File: config.mk
export PLATFORM = sky130hd
export DESIGN_NAME = uart_tx_fifo_flat
export DESIGN_NICKNAME = d
export VERILOG_FILES = /design/src/rtl/uart_tx_fifo_if.sv /design/src/rtl/uart_tx_fifo.sv /design/src/flat_wrapper.sv
export SDC_FILE = /design/constraint.sdc
export NUM_CORES = 1
export LEC_CHECK = 0
export CORE_MARGIN = 2
export CORE_UTILIZATION = 55
export DETAILED_ROUTE_END_ITERATION = 10
export PLACE_DENSITY = 0.74
export SYNTH_ARGS = -nofsm -noshare
export SYNTH_HDL_FRONTEND = slang
export SYNTH_SLANG_ARGS = --single-unit
export TNS_END_PERCENT = 20
File: constraint.sdc
create_clock -name i_Clk -period 3 [get_ports i_Clk]
set_input_delay 0.6 -clock i_Clk [delete_from_list [all_inputs] [get_ports i_Clk]]
set_output_delay 0.6 -clock i_Clk [all_outputs]
set_load 0.01 [all_outputs]
File: src/rtl/uart_tx_fifo_if.sv
// Bundle of the producer write port and the transmitter launch handshake
// of uart_tx_fifo. The FIFO takes the slave view; the producer/transmitter
// side (or a testbench standing in for both) takes the master view.
interface uart_tx_fifo_if #(
  parameter int ADDR_W = 4
);

  // Producer side: one byte per cycle while wr_dv is high.
  logic              wr_dv;
  logic [7:0]        wr_byte;

  // Occupancy and drop reporting back to the producer.
  logic              full;
  logic              empty;
  logic [ADDR_W:0]   count;
  logic              overflow;

  // Launch handshake with the UART transmitter.
  logic              tx_dv;
  logic [7:0]        tx_byte;
  logic              tx_active;
  logic              tx_done;

  // Block-level activity flag.
  logic              busy;

  modport master (
    output wr_dv,
    output wr_byte,
    output tx_active,
    output tx_done,
    input  full,
    input  empty,
    input  count,
    input  overflow,
    input  tx_dv,
    input  tx_byte,
    input  busy
  );

  modport slave (
    input  wr_dv,
    input  wr_byte,
    input  tx_active,
    input  tx_done,
    output full,
    output empty,
    output count,
    output overflow,
    output tx_dv,
    output tx_byte,
    output busy
  );

endinterface

File: src/rtl/uart_tx_fifo.sv
// Byte FIFO and launch controller in front of a UART transmitter.
// Producers write at clock rate; bytes are handed to the transmitter one at
// a time through its data-valid / active / done handshake, strictly in write
// order. Writes into a full FIFO are dropped and flagged with a one-cycle
// overflow pulse. Reset is synchronous and active-low.
//
// DEPTH must be a power of two (>= 2) and ADDR_W must equal log2(DEPTH);
// both pointers rely on natural ADDR_W-bit wrap to stay modulo DEPTH.
module uart_tx_fifo #(
  parameter int DEPTH  = 16,
  parameter int ADDR_W = 4
) (
  input  logic              i_Clk,
  input  logic              i_Rst_n,
  uart_tx_fifo_if.slave     bus
);

  localparam logic [ADDR_W:0]   FULL_COUNT = (ADDR_W+1)'(DEPTH);
  localparam logic [ADDR_W:0]   COUNT_ONE  = (ADDR_W+1)'(1);
  localparam logic [ADDR_W-1:0] PTR_ONE    = ADDR_W'(1);

  // Launch controller states. S_WAIT_ACTIVE waits for the transmitter to
  // pick up the byte; S_WAIT_DONE waits for it to finish shifting it out.
  typedef enum logic [1:0] {
    S_IDLE        = 2'd0,
    S_WAIT_ACTIVE = 2'd1,
    S_WAIT_DONE   = 2'd2
  } state_t;

  state_t            state_q;
  state_t            state_d;

  logic [7:0]        mem [DEPTH];
  logic [ADDR_W-1:0] wr_ptr_q;
  logic [ADDR_W-1:0] rd_ptr_q;
  logic [ADDR_W:0]   count_q;

  logic              overflow_q;
  logic              tx_dv_q;
  logic [7:0]        tx_byte_q;

  logic              full;
  logic              empty;
  logic              accept;
  logic              drop;
  logic              pop;

  // ---------------------------------------------------------------------
  // Status flags come from the registered count only, so nothing on the
  // write port reaches full/empty/count combinationally.
  // ---------------------------------------------------------------------
  assign full  = (count_q == FULL_COUNT);
  assign empty = (count_q == '0);

  // A write is taken only against the registered full flag. A pop in the
  // same cycle frees a slot for the next cycle, not this one.
  assign accept = bus.wr_dv & ~full;
  assign drop   = bus.wr_dv &  full;

  // Next-state and pop decision for the launch controller.
  // NOTE: every output of an always_comb block gets a default before the
  // case statement; a path that skips an assignment would infer a latch.
  always_comb begin
    state_d = state_q;
    pop     = 1'b0;
    unique case (state_q)
      S_IDLE: begin
        // The transmitter has no reset; waiting for Active to be low keeps
        // us from launching into a byte it is still sending.
        if (!empty && !bus.tx_active) begin
          pop     = 1'b1;
          state_d = S_WAIT_ACTIVE;
        end
      end
      S_WAIT_ACTIVE: begin
        // A stray Done here is ignored; only Active moves us on.
        if (bus.tx_active) begin
          state_d = S_WAIT_DONE;
        end
      end
      S_WAIT_DONE: begin
        if (bus.tx_done) begin
          state_d = S_IDLE;
        end
      end
      default: begin
        state_d = S_IDLE;
      end
    endcase
  end

  // Launch controller state register.
  // NOTE: sequential state is assigned with <= so every register samples
  // the pre-edge values; blocking = here would make results depend on
  // statement and process ordering.
  always_ff @(posedge i_Clk) begin
    if (!i_Rst_n) begin
      state_q <= S_IDLE;
    end else begin
      state_q <= state_d;
    end
  end

  // Storage array write port.
  // NOTE: the array is deliberately left out of reset. Cleared pointers and
  // count already make every entry unreachable, and an unreset array maps
  // onto RAM instead of a wide bank of resettable flops.
  always_ff @(posedge i_Clk) begin
    if (accept) begin
      mem[wr_ptr_q] <= bus.wr_byte;
    end
  end

  // Write pointer: advances on every accepted byte, wraps modulo DEPTH.
  always_ff @(posedge i_Clk) begin
    if (!i_Rst_n) begin
      wr_ptr_q <= '0;
    end else if (accept) begin
      wr_ptr_q <= wr_ptr_q + PTR_ONE;
    end
  end

  // Read pointer: advances on every launch, wraps modulo DEPTH.
  always_ff @(posedge i_Clk) begin
    if (!i_Rst_n) begin
      rd_ptr_q <= '0;
    end else if (pop) begin
      rd_ptr_q <= rd_ptr_q + PTR_ONE;
    end
  end

  // Occupancy: +1 on accept, -1 on pop, unchanged when both or neither.
  always_ff @(posedge i_Clk) begin
    if (!i_Rst_n) begin
      count_q <= '0;
    end else begin
      unique case ({accept, pop})
        2'b10:   count_q <= count_q + COUNT_ONE;
        2'b01:   count_q <= count_q - COUNT_ONE;
        default: count_q <= count_q;
      endcase
    end
  end

  // Launch outputs: DV is high for exactly the cycle after a pop; the byte
  // is captured on the pop and held until the next launch.
  always_ff @(posedge i_Clk) begin
    if (!i_Rst_n) begin
      tx_dv_q   <= 1'b0;
      tx_byte_q <= 8'h00;
    end else begin
      tx_dv_q <= pop;
      if (pop) begin
        tx_byte_q <= mem[rd_ptr_q];
      end
    end
  end

  // One-cycle overflow pulse for each write dropped while full.
  always_ff @(posedge i_Clk) begin
    if (!i_Rst_n) begin
      overflow_q <= 1'b0;
    end else begin
      overflow_q <= drop;
    end
  end

  // ---------------------------------------------------------------------
  // Outputs
  // ---------------------------------------------------------------------
  assign bus.full     = full;
  assign bus.empty    = empty;
  assign bus.count    = count_q;
  assign bus.overflow = overflow_q;
  assign bus.tx_dv    = tx_dv_q;
  assign bus.tx_byte  = tx_byte_q;
  assign bus.busy     = (state_q != S_IDLE) | ~empty;

endmodule

File: src/flat_wrapper.sv
// flat-port wrapper written by rule: the top's interface ports become plain ports
module uart_tx_fifo_flat 
#(
  parameter int DEPTH  = 16,
  parameter int ADDR_W = 4
)
  (i_Clk, i_Rst_n, bus_wr_dv, bus_wr_byte, bus_tx_active, bus_tx_done, bus_full, bus_empty, bus_count, bus_overflow, bus_tx_dv, bus_tx_byte, bus_busy);
  uart_tx_fifo_if #(.ADDR_W(ADDR_W)) bus_i ();
  input  logic i_Clk;
  input  logic i_Rst_n;
  input wire logic [$bits(bus_i.wr_dv)-1:0] bus_wr_dv;
  input wire logic [$bits(bus_i.wr_byte)-1:0] bus_wr_byte;
  input wire logic [$bits(bus_i.tx_active)-1:0] bus_tx_active;
  input wire logic [$bits(bus_i.tx_done)-1:0] bus_tx_done;
  output wire logic [$bits(bus_i.full)-1:0] bus_full;
  output wire logic [$bits(bus_i.empty)-1:0] bus_empty;
  output wire logic [$bits(bus_i.count)-1:0] bus_count;
  output wire logic [$bits(bus_i.overflow)-1:0] bus_overflow;
  output wire logic [$bits(bus_i.tx_dv)-1:0] bus_tx_dv;
  output wire logic [$bits(bus_i.tx_byte)-1:0] bus_tx_byte;
  output wire logic [$bits(bus_i.busy)-1:0] bus_busy;
  assign bus_i.wr_dv = bus_wr_dv;
  assign bus_i.wr_byte = bus_wr_byte;
  assign bus_i.tx_active = bus_tx_active;
  assign bus_i.tx_done = bus_tx_done;
  assign bus_full = bus_i.full;
  assign bus_empty = bus_i.empty;
  assign bus_count = bus_i.count;
  assign bus_overflow = bus_i.overflow;
  assign bus_tx_dv = bus_i.tx_dv;
  assign bus_tx_byte = bus_i.tx_byte;
  assign bus_busy = bus_i.busy;
  uart_tx_fifo #(.DEPTH(DEPTH), .ADDR_W(ADDR_W)) u_core (.i_Clk(i_Clk), .i_Rst_n(i_Rst_n), .bus(bus_i));
endmodule
### Word level (Yosys, flattened, before mapping)

Memory sizes are Yosys's and may differ from the RTL's. A register that Yosys moved wholly into a read port is not among the register bits.
Index checks and enable logic that the tools add are counted.

| operators by class | value |
|---|---|
| add/sub/neg operators | 4 |
| equality and inequality tests | 8 |
| muxes and demuxes | 9 |
| bitwise operators | 5 |
| reductions and logical operators | 9 |

Operators by type and width:

| kind | count |
|---|---|
| $pmux 5 s2 | 1 |
| $add 4x1->4 const B | 2 |
| $mux 2 | 3 |
| $pmux 2 s3 | 1 |
| $add 5x1->5 const B | 1 |
| $eq 5x5->1 const B | 1 |
| $logic_not 5->1 | 1 |
| $sub 5x1->5 const B | 1 |
| $eq 2x1->1 const B | 2 |
| $eq 2x2->1 const B | 2 |
| $mux 1 | 4 |
| $ne 2x2->1 const B | 2 |
| $reduce_bool 2->1 | 2 |
| $logic_not 1->1 | 3 |
| $reduce_and 3->1 | 1 |
| $and 1x1->1 | 2 |
| $logic_not 2->1 | 1 |
| $ne 2x1->1 const B | 1 |
| $not 1->1 | 2 |
| $logic_and 1x1->1 | 1 |
| $or 1x1->1 | 1 |

| word-level totals | value |
|---|---|
| bits in registers | 17 |
| bits in writable memories | 128 |
| output and inout bits | 18 |
| logic and storage cells | 42 |
| memories kept | 1 |

Memory list:

| memory | depth | width | rd ports | clocked after Yosys merged registers in | wr ports | line | RTL |
|---|---|---|---|---|---|---|---|
| u_core.mem | 16 | 8 | 1 | 1 | 1 | uart_tx_fifo.sv:33 | `logic [7:0] mem [DEPTH];` |

### Longest topological paths before layout

Gate-level depths: netlist of the first run.

| logic depth | value |
|---|---|
| depth after elaboration | 7 |
| mapped depth | 12 |

### Worst setup path before layout of the first run

OpenSTA, ideal clock, no wires.

| timing path | value |
|---|---|
| path kind | input -> register |
| start | input port bus_tx_active |
| end | register u_core.count_q[2], in the netlist u_core.bus.count[2] |
| data arrival time | 2626 ps |
| required time | 2930 ps |
| path slack | 305 ps |
| stages | 11 |
| buffers on the path | 2 |
| cell sequence | nor3_1 a21boi_1 clkbuf_1 ha_1 buf_2 xor2_1 ha_1 a21oi_1 xor2_1 or3_1 a21oi_1 |

| between the ends | value |
|---|---|
| word-level cells in the longest chain between the ends | 6 |
| elaborated cells between the ends (all ways) | 8 |
| classes of those cells | eq/ne (2); mux (3); reduce/logical (3) |

RTL lines:

| item | line | RTL |
|---|---|---|
| from (decl) | flat_wrapper.sv:13 | `input wire logic [$bits(bus_i.tx_active)-1:0] bus_tx_active;` |
| $logic_not 1->1 (*) | uart_tx_fifo.sv:70 | `if (!empty && !bus.tx_active) begin` |
| $logic_and 1x1->1 (*) | uart_tx_fifo.sv:70 |  |
| $mux 1 (*) | uart_tx_fifo.sv:70 |  |
| $mux 1 (*) | uart_tx_fifo.sv:66 | `unique case (state_q)` |
| named net u_core.pop | uart_tx_fifo.sv:46 | `logic pop;` |
| $eq 2x1->1 / $eq 2x2->1 (equally long branches) | uart_tx_fifo.sv:137 | `unique case ({accept, pop})` |
| $pmux 5 s2 / $reduce_bool 2->1 (equally long branches) | n/a |  |
| to (signal assigned) | uart_tx_fifo.sv:138 | `2'b10: count_q <= count_q + COUNT_ONE;` |
| to (signal assigned) | uart_tx_fifo.sv:139 | `2'b01: count_q <= count_q - COUNT_ONE;` |
| to (signal assigned) | uart_tx_fifo.sv:140 | `default: count_q <= count_q;` |
| to (decl) | uart_tx_fifo.sv:36 | `logic [ADDR_W:0] count_q;` |

The timed path passes the listed nets; every way through them passes the cells marked *.
A chain may end at the register's enable or synchronous reset.

### Worst setup path after layout of the first run

| timing path | value |
|---|---|
| start | register u_core.count_q[1], in the netlist u_core.bus.count[1] |
| end | output port bus_empty |

| between the ends | value |
|---|---|
| word-level cells in the longest chain between the ends | 1 |

RTL lines:

| item | line | RTL |
|---|---|---|
| $logic_not 5->1 | uart_tx_fifo.sv:53 | `assign empty = (count_q == '0);` |
| to (decl) | flat_wrapper.sv:16 | `output wire logic [$bits(bus_i.empty)-1:0] bus_empty;` |

Every way passes these cells.

==> results of run 1 <==
-- how the worst max path moves through the flow --
stage	startpoint	endpoint	slack, ps	cells after the start
floorplan	bus_tx_active	u_core.bus.count[2]	300	11
global placement	bus_wr_dv	u_core.bus.count[3]	180	10
detailed placement	bus_wr_dv	u_core.bus.count[4]	60	11
CTS	u_core.bus.count[1]	bus_empty	220	4
global route	u_core.bus.count[2]	u_core.bus.count[4]	70	9
finish	u_core.bus.count[1]	bus_empty	240	4
-- layout by cell type (no fill, tap or decap), types with 8 or more instances in the layout --
master           netlist  final
nor2_1                31     31
ha_1                   9      9
mux4_2                12     12
edfxtp_1             128    128
clkdlybuf4s50_1        0     30
mux2i_1               43     43
buf_4                  2     25
nor3_1                11     11
clkbuf_16              0     17
dfxtp_1               25     24
o21ai_0                9      9
a31oi_1               10     10
nand2_1               11     11
o22ai_1               20     20
inv_1                  8      8
-- area by class of cell --
type | instances | area, um2
Sequential cell | 153 | 4350
Tap cell | 140 | 175
Multi-Input combinational cell | 216 | 1700
Clock buffer | 18 | 429
Inverter | 8 | 30.0
Fill cell | 761 | 3590
Timing Repair Buffer | 56 | 508
Clock inverter | 12 | 153
-- per-layer routing --
metal,vias up,GRT usage [%],wire (um),part of all wire [%]
li1,1656,-,-,-
met1,1784,30.4,5300,42
met2,152,36.0,6090,49
met3,22,5.82,850,6.8
met4,0,8.13,246,2.0
met5,-,0,0,0
-- power groups by stage --
stage	registers [mW]	clock network, mW	logic, mW
5_1_grt	2.62	2.21	1.46
4_1_cts	2.60	2.12	1.34
3_5_place_dp	2.65	0	1.34
2_1_floorplan	2.63	0	0.795
6_report	2.60	2.09	1.34
3_3_place_gp	2.64	0	1.30
-- worst max-delay path, delay by kind of cell, from the launching register on --
| family | cells | cell delay [ps] |
|---|---|---|
| flops | 1 | 320 |
| buf+inv | 2 | 720 |
| simple gates | 2 | 710 |
-- cells by family after synthesis --
group           Yosys count
compound gates           60
mux                      55
simple gates             83
flops                   153
xor+xnor                  9
buf+inv                  32
fa+ha+maj                 9
-- flip-flops by register name, summed over array words and instances, names as in the netlist --
register             cells
u_core.bus.count         5
u_core.bus.overflow      1
u_core.bus.tx_byte       8
u_core.bus.tx_dv         1
u_core.mem             128
u_core.rd_ptr_q          4
u_core.state_q           2
u_core.wr_ptr_q          4
-- through the flow --
| stage | hold slack, ps | instance area, um2 |
|---|---|---|
| global route | 534 | 7340 |
| CTS | 508 | 7340 |
| finish | 505 | 7340 |
| floorplan | 459 | 6200 |
| detailed placement | 496 | 6760 |
| global placement | 479 | 6760 |
==> flow_summary.json, run 1 <==
{
  "synth_seq_cells": 153,
  "syn_nets": 423,
  "yosys.area.top_type": "edfxtp_1",
  "numPortBuffers": 30,
  "synthAdderAreaFrac_pct": 1.82,
  "cp_slowest_cell": "or4_4",
  "dieArea_um2": 12100,
  "cp-end-kind": "output pin",
  "p_leak_nw": 2.39,
  "synth_area_leaders": "edfxtp_1 (62%), dfxtp_1 (8.1%), mux2i_1 (6.9%)",
  "grt_pass1_vias": 3517,
  "synth_edf_count": 128,
  "hold-path-endpoint": "u_core.state_q[1]",
  "ys_warn_count": 0,
  "cts-buffers-inserted": 17,
  "p_int_mw": 4.38,
  "r2r_end": "u_core.bus.count[4]",
  "drtPass1Iterations": 5,
  "min-delay-start": "u_core.state_q[1]",
  "fin_util_pct": 67.1,
  "critPathLaunchType": "flip-flop",
  "detail-route-antenna-nets": 0,
  "tns_ps": 0,
  "core_um2": 10900,
  "r2r_cells": 9,
  "relSlewSlack_pct": 51.8,
  "worstPathCellList": "buf_4 > or4_4 > nor2_1 > clkdlybuf4s50_1",
  "synth_xor_area_share_pct": 1.27,
  "total_power_mw": 6.03,
  "grt_max_degree": 40,
  "num_rows": 38,
  "rrSetupSlack_ps": 350,
  "yosysUniqueCellTypes": 41,
  "critPathMaxStageDelay_ps": 570,
  "async_flop_share_pct": 0,
  "clkLatencyLatePin_ps": 410,
  "synth-simple-area-share_pct": 6.74,
  "vias": 3614,
  "ctsResizeCount": 0,
  "dp.cells": 573,
  "whs_path_depth": 2,
  "grt_usage_pct": 22.6,
  "drt-wirelength-per-cell_um": 20.7,
  "final_cells": 603,
  "clkTransAtPathRegs_ps": 60,
  "netlist_area_um2": 6200,
  "cts_num_sinks": 153,
  "required_ps": 2400,
  "start_util_pct": 56.7,
  "maxCapViolCount": 0,
  "ys_seq_area_share_pct": 70.1,
  "area_delta_synth_final_pct": 18.5,
  "path_class": "reg2out",
  "critical_path_arrival_ps": 2160,
  "yosys-mux-area-fraction_pct": 11.3,
  "grt_pass1_wl_mm": 19.1,
  "power.density_nw_per_um2": 821,
  "hold_viol": 0,
  "drc": 0,
  "cts_tree": "built",
  "slew_viol_final": 0,
  "cts_setup_buffers": 0,
  "hold_buffers": 0,
  "grt_setup_unrepaired": "false",
  "hold_path_class": "reg2reg",
  "setup_ws_ps": 235,
  "clockBufferDepth": 2,
  "skew_ps": 7.28,
  "diodes": 0,
  "die_w_um": 110,
  "antenna_found_initial": 0,
  "yosysTopAreaCellShare_pct": 62.0,
  "switching_share_pct": 27.4,
  "synth_cells": 401,
  "synth.most_common_cell": "edfxtp_1",
  "status": "completed",
  "drive_gt1_share_pct": 15.3,
  "synth_top_family_by_area": "multiplexers",
  "gp_congestion": 0.831,
  "die_y_um": 110,
  "grt-ovfl-total": 0,
  "comb_power_share_pct": 22.3,
  "routed_wl_mm": 12.5,
  "synthTopCellsByCount": "edfxtp_1 (128), mux2i_1 (43), nor2_1 (31)",
  "clockPowerShare_pct": 34.6,
  "worstMarginPinSlew_ps": 721,
  "vdd_drop_max_mv": 0.567,
  "vias_per_cell": 5.99,
  "drtIter0Drc": 313,
  "nets": 474,
  "crit_fanout": 9,
  "synth_compound_area_share_pct": 6.32,
  "clockRootBuffer": "clkbuf_16",
  "htree_levels": 4,
  "max_freq_mhz": 362,
  "finalCriticalPeriod_ps": 2760,
  "pin_count": 31,
  "seqPwrFrac_pct": 43.1,
  "place_hpwl_mm": 8.34,
  "period_share_pct": 92.2,
  "switchingPower_mw": 1.65,
  "r2r-start": "u_core.bus.count[2]",
  "pre_cts_slack_ps": 61.2,
  "finalSetupViolCount": 0,
  "syn_avg_cell_area_um2": 15.5,
  "synthFlopType": "edfxtp_1"
}
Power figures use the tool's default switching activity.
==> inputs of run 2 (changes only) <==
--- a/config.mk
+++ b/config.mk
@@ -5,7 +5,6 @@
 export SDC_FILE = /design/constraint.sdc
 export NUM_CORES = 1
 export LEC_CHECK = 0
-export CORE_MARGIN = 2
 export CORE_UTILIZATION = 55
 export DETAILED_ROUTE_END_ITERATION = 10
 export PLACE_DENSITY = 0.74
==> run 2 against run 1 <==
  * Cell count up 0.17%
  * Routed wire length down 0.27%
  * Sequential power about the same
  * Die area down 3.6%
  * Sequential share of layout area down 0.22 points
  * Hold slack better by 16 ps
  * Global-route usage up 0.97 points
  * First-iteration DRC count down 9.3%
  * Core utilization up 0.55 points
==> flow_summary.json, run 2 (same netlist as run 1, synthesis figures left out) <==
{
  "p_int_mw": 4.38,
  "grt-ovfl-total": 0,
  "clkTransAtPathRegs_ps": 60,
  "grt_setup_unrepaired": "false",
  "cts-buffers-inserted": 17,
  "power.density_nw_per_um2": 828,
  "worstMarginPinSlew_ps": 665,
  "ctsResizeCount": 0,
  "area_delta_synth_final_pct": 18.9,
  "min-delay-start": "u_core.state_q[1]",
  "globalRouteMet2Util_pct": 37.8,
  "htree_levels": 4,
  "routed_wl_mm": 12.4,
  "clockRootBuffer": "clkbuf_8",
  "cp-end-kind": "output pin",
  "antenna_found_initial": 0,
  "critical_path_arrival_ps": 2250,
  "grt_max_degree": 42,
  "drive_gt1_share_pct": 15.9,
  "finalCriticalPeriod_ps": 2850,
  "drt-wirelength-per-cell_um": 20.6,
  "cts_setup_buffers": 0,
  "crit_fanout": 10,
  "vias": 3619,
  "use_met1_pct": 30.8,
  "hold_buffers": 0,
  "hold_viol": 0,
  "comb_power_share_pct": 21.1,
  "die_y_um": 108,
  "skew_ps": 10.1,
  "cp-startpoint": "u_core.bus.count[1]",
  "die_w_um": 108,
  "most-common-layout-cells": "edfxtp_1 (128), mux2i_1 (43), nor2_1 (31), clkdlybuf4s50_1 (30)",
  "slew_viol_final": 0,
  "numPortBuffers": 30,
  "multi_input_area_um2": 1700,
  "gp_congestion": 0.841,
  "clockPowerShare_pct": 36.0,
  "required_ps": 2400,
  "whs_ps": 521,
  "final_cells": 604,
  "switching_share_pct": 28.2,
  "largest_register_ffs": 128,
  "hold_path_class": "reg2reg",
  "vias_per_cell": 5.99,
  "relSlewSlack_pct": 55.6,
  "detail-route-antenna-nets": 0,
  "grt_pass1_vias": 3561,
  "clkLatencyLatePin_ps": 530,
  "drtIter0Drc": 284,
  "path_class": "reg2out",
  "core_um2": 10900,
  "cts_tree": "built",
  "num_rows": 38,
  "dp.cells": 572,
  "r2r-start": "u_core.bus.count[1]",
  "nets": 473,
  "worstPathCellList": "or4_4 > nor2_1 > clkdlybuf4s50_1",
  "tns_ps": 0,
  "maxCapViolCount": 0,
  "status": "completed",
  "diodes": 0,
  "cts_num_sinks": 153,
  "p_leak_nw": 2.42,
  "final_common_cell": "edfxtp_1",
  "ff_latch_area_um2": 4350,
  "vdd_drop_max_mv": 0.512,
  "fill_cells": 769,
  "grt_pass1_wl_mm": 19.4,
  "grt_usage_pct": 23.5,
  "rrSetupSlack_ps": 330,
  "pre_cts_slack_ps": 13.9,
  "drtPass1Iterations": 5,
  "max_freq_mhz": 351,
  "pin_count": 31,
  "setup_ws_ps": 151,
  "period_share_pct": 95.0,
  "switchingPower_mw": 1.72,
  "critPathMaxStageDelay_ps": 620,
  "finalSetupViolCount": 0,
  "cp_slowest_cell": "or4_4",
  "place_hpwl_mm": 8.14,
  "met3_usage_pct": 5.61,
  "drc": 0,
  "busiest_layer": "met2",
  "start_util_pct": 56.9,
  "critPathLaunchType": "flip-flop",
  "dieArea_um2": 11700,
  "top_register": "u_core.mem",
  "seqPwrFrac_pct": 42.9,
  "clockBufferDepth": 2
}
-- run 2: cell type report --
cell class / count / share of cell area (%)
Sequential cell: 153 / 59.0
Multi-Input combinational cell: 216 / 23.1
Timing Repair Buffer: 55 / 6.79
Clock buffer: 17 / 5.62
Clock inverter: 15 / 2.75
Tap cell: 140 / 2.38
Inverter: 8 / 0.407
-- run 2: power by group through the flow --
stage	clock network [mW]	logic [mW]	registers [mW]
global placement	0	1.24	2.65
detailed placement	0	1.28	2.66
finish	2.20	1.29	2.62
CTS	2.24	1.29	2.61
floorplan	0	0.795	2.63
global route	2.31	1.39	2.64
-- run 2: path summary, 6_finish.rpt --
path | end | cells after the start
worst max register to register | u_core.bus.count[4] | 10
worst max-delay path | bus_empty | 3
worst min-delay path | u_core.state_q[1] | 2
worst min register to register | u_core.state_q[1] | 2
-- run 2: layer usage --
layer	routed length [um]	up-vias
li1	-	1654
met1	5230	1819
met2	6260	125
met3	723	21
met4	231	0
met5	0	-
-- run 2: metrics by stage --
stage / area (um2) / power, mW / util (%)
after floorplan: 6200 / 3.42 / -
after global placement: 6750 / 3.89 / 62.0
after detailed placement: 6750 / 3.94 / 62.0
after CTS: 7370 / 6.15 / 67.7
after global routing: 7370 / 6.34 / 67.7
final: 7370 / 6.10 / 67.7
-- run 2: worst max-delay path: cells and delay by family (launching register included) --
family	cells	cell delay, ps
buffers and inverters	1	550
flip-flops	1	420
AND/OR/NAND/NOR	2	760
==> inputs of run 3 (changes only) <==
--- a/config.mk
+++ b/config.mk
@@ -8,6 +8,7 @@
 export CORE_UTILIZATION = 55
 export DETAILED_ROUTE_END_ITERATION = 10
 export PLACE_DENSITY = 0.74
+export RECOVER_POWER = 100
 export SYNTH_ARGS = -nofsm -noshare
 export SYNTH_HDL_FRONTEND = slang
 export SYNTH_SLANG_ARGS = --single-unit
==> constraint.sdc (replaced) <==
create_clock -name i_Clk -period 2.85 [get_ports i_Clk]
set_input_delay 0.57 -clock i_Clk [delete_from_list [all_inputs] [get_ports i_Clk]]
set_output_delay 0.57 -clock i_Clk [all_outputs]
set_load 0.01 [all_outputs]
==> run 3 against run 2 <==
  * Non-clock buffer count grew 3
  * Cell count grew 0.33%
  * Sequential cell count is the same
  * Largest power group unchanged
==> flow_summary.json, run 3 (same netlist as run 1, synthesis figures left out) <==
{
  "hold_viol": 0,
  "grt_pass1_vias": 3479,
  "detail-route-antenna-nets": 0,
  "most-common-layout-cells": "edfxtp_1 (128), mux2i_1 (43), nor2_1 (31), clkbuf_1 (23), dfxtp_1 (23)",
  "drt-wirelength-per-cell_um": 19.9,
  "antenna_found_initial": 0,
  "finalSetupViolCount": 0,
  "vdd_drop_max_mv": 0.439,
  "cp-end-kind": "output pin",
  "drive_gt1_share_pct": 11.4,
  "drtIter0Drc": 322,
  "fin_util_pct": 66.3,
  "maxCapViolCount": 0,
  "clockBufferDepth": 2,
  "critPathLaunchType": "flip-flop",
  "top_register": "u_core.mem",
  "use_met1_pct": 30.8,
  "required_ps": 2280,
  "hold_buffers": 0,
  "grt-ovfl-total": 0,
  "cts_setup_buffers": 0,
  "skew_ps": 7.42,
  "drtPass1Iterations": 5,
  "htree_levels": 4,
  "cts_tree": "built",
  "gp_congestion": 0.815,
  "start_util_pct": 56.9,
  "finalCriticalPeriod_ps": 2730,
  "met3_usage_pct": 6.69,
  "clkTransAtPathRegs_ps": 60,
  "path_class": "reg2out",
  "power.density_nw_per_um2": 836,
  "vias": 3540,
  "tns_ps": 0,
  "area_delta_synth_final_pct": 16.4,
  "worstMarginPinSlew_ps": 904,
  "p_leak_nw": 2.32,
  "core_um2": 10900,
  "whs_ps": 521,
  "cts-buffers-inserted": 17,
  "max_freq_mhz": 367,
  "drc": 0,
  "die_y_um": 108,
  "clkLatencyLatePin_ps": 520,
  "routed_wl_mm": 12.0,
  "critical_path_arrival_ps": 2160,
  "dpl_cell_area_um2": 6780,
  "grt_pass1_wl_mm": 18.9,
  "dieArea_um2": 11700,
  "largest_register_ffs": 128,
  "final_common_cell": "edfxtp_1",
  "vias_per_cell": 5.84,
  "grt_setup_unrepaired": "false",
  "hold_path_class": "reg2reg",
  "slew_viol_final": 0,
  "place_hpwl_mm": 8.09,
  "status": "completed",
  "cts_num_sinks": 153,
  "pin_count": 31,
  "die_w_um": 108,
  "globalRouteMet2Util_pct": 34.7,
  "grt_max_degree": 35,
  "relSlewSlack_pct": 39.7,
  "grt_usage_pct": 22.9,
  "numPortBuffers": 30,
  "clockRootBuffer": "clkbuf_8",
  "num_rows": 38,
  "fin_area_um2": 7210,
  "busiest_layer": "met2",
  "period_share_pct": 95.6,
  "diodes": 0,
  "crit_fanout": 5,
  "nets": 476
}
## run 3: changes by cell type in the layout (fill, tap and decap cells not counted), moves of 4 or more
cell             before  now
clkinvlp_4            0    4
clkdlybuf4s50_1      30    8
dlygate4sd3_1         0   21
buf_4                24    5
clkbuf_1              0   23
## run 3: area by class of cell
| class | instances | area, um2 |
|---|---|---|
| well taps | 140 | 175 |
| repair buffers | 58 | 434 |
| fillers | 736 | 3670 |
| inverters | 8 | 30.0 |
| flip-flops and latches | 153 | 4350 |
| multi-input cells | 216 | 1690 |
| clock inverters | 14 | 126 |
| clock buffers | 17 | 414 |
## run 3: final timing paths
path              depth (start not counted)           startpoint                  end  slack, ps
hold / removal                            1    u_core.state_q[1]    u_core.state_q[0]        520
setup / recovery                          4  u_core.bus.count[3]             bus_busy        120
hold reg to reg                           1    u_core.state_q[1]    u_core.state_q[0]        520
setup reg to reg                          7  u_core.bus.count[0]  u_core.bus.count[3]        240
## run 3: layer usage
layer,share of wire (%),vias to the layer above,routed length [um]
li1,-,1655,-
met1,44,1743,5300
met2,49,124,5880
met3,5.6,18,672
met4,1.6,0,195
met5,0,-,0
## run 3: what timing repair did
item	in CTS	in global routing
hold endpoints to repair	0	0
gates resized for setup	0	3
endpoints found under the setup margin	0	3
## run 3: power by group
group / internal [mW] / switching (mW) / total (mW) / leakage, nW
registers: 2.60 / 0.150 / 2.75 / 1.36
clock network: 1.16 / 0.857 / 2.01 / 0.254
logic: 0.572 / 0.699 / 1.27 / 0.699
## run 3: per-stage QoR
step	worst slack [ps]	instances	total power, mW
after floorplan	185	401	3.60
after global placement	50.3	575	4.11
after detailed placement	-74.3	575	4.15
after CTS	13.5	606	6.15
after global routing	35.3	606	6.30
final	125	606	6.03
## run 3: critical path: stages (launching register included)
cell and delay [ps]:
dfxtp_1 360, or4_4 600, nor2_1 140, nand2_1 60, clkdlybuf4s50_1 480
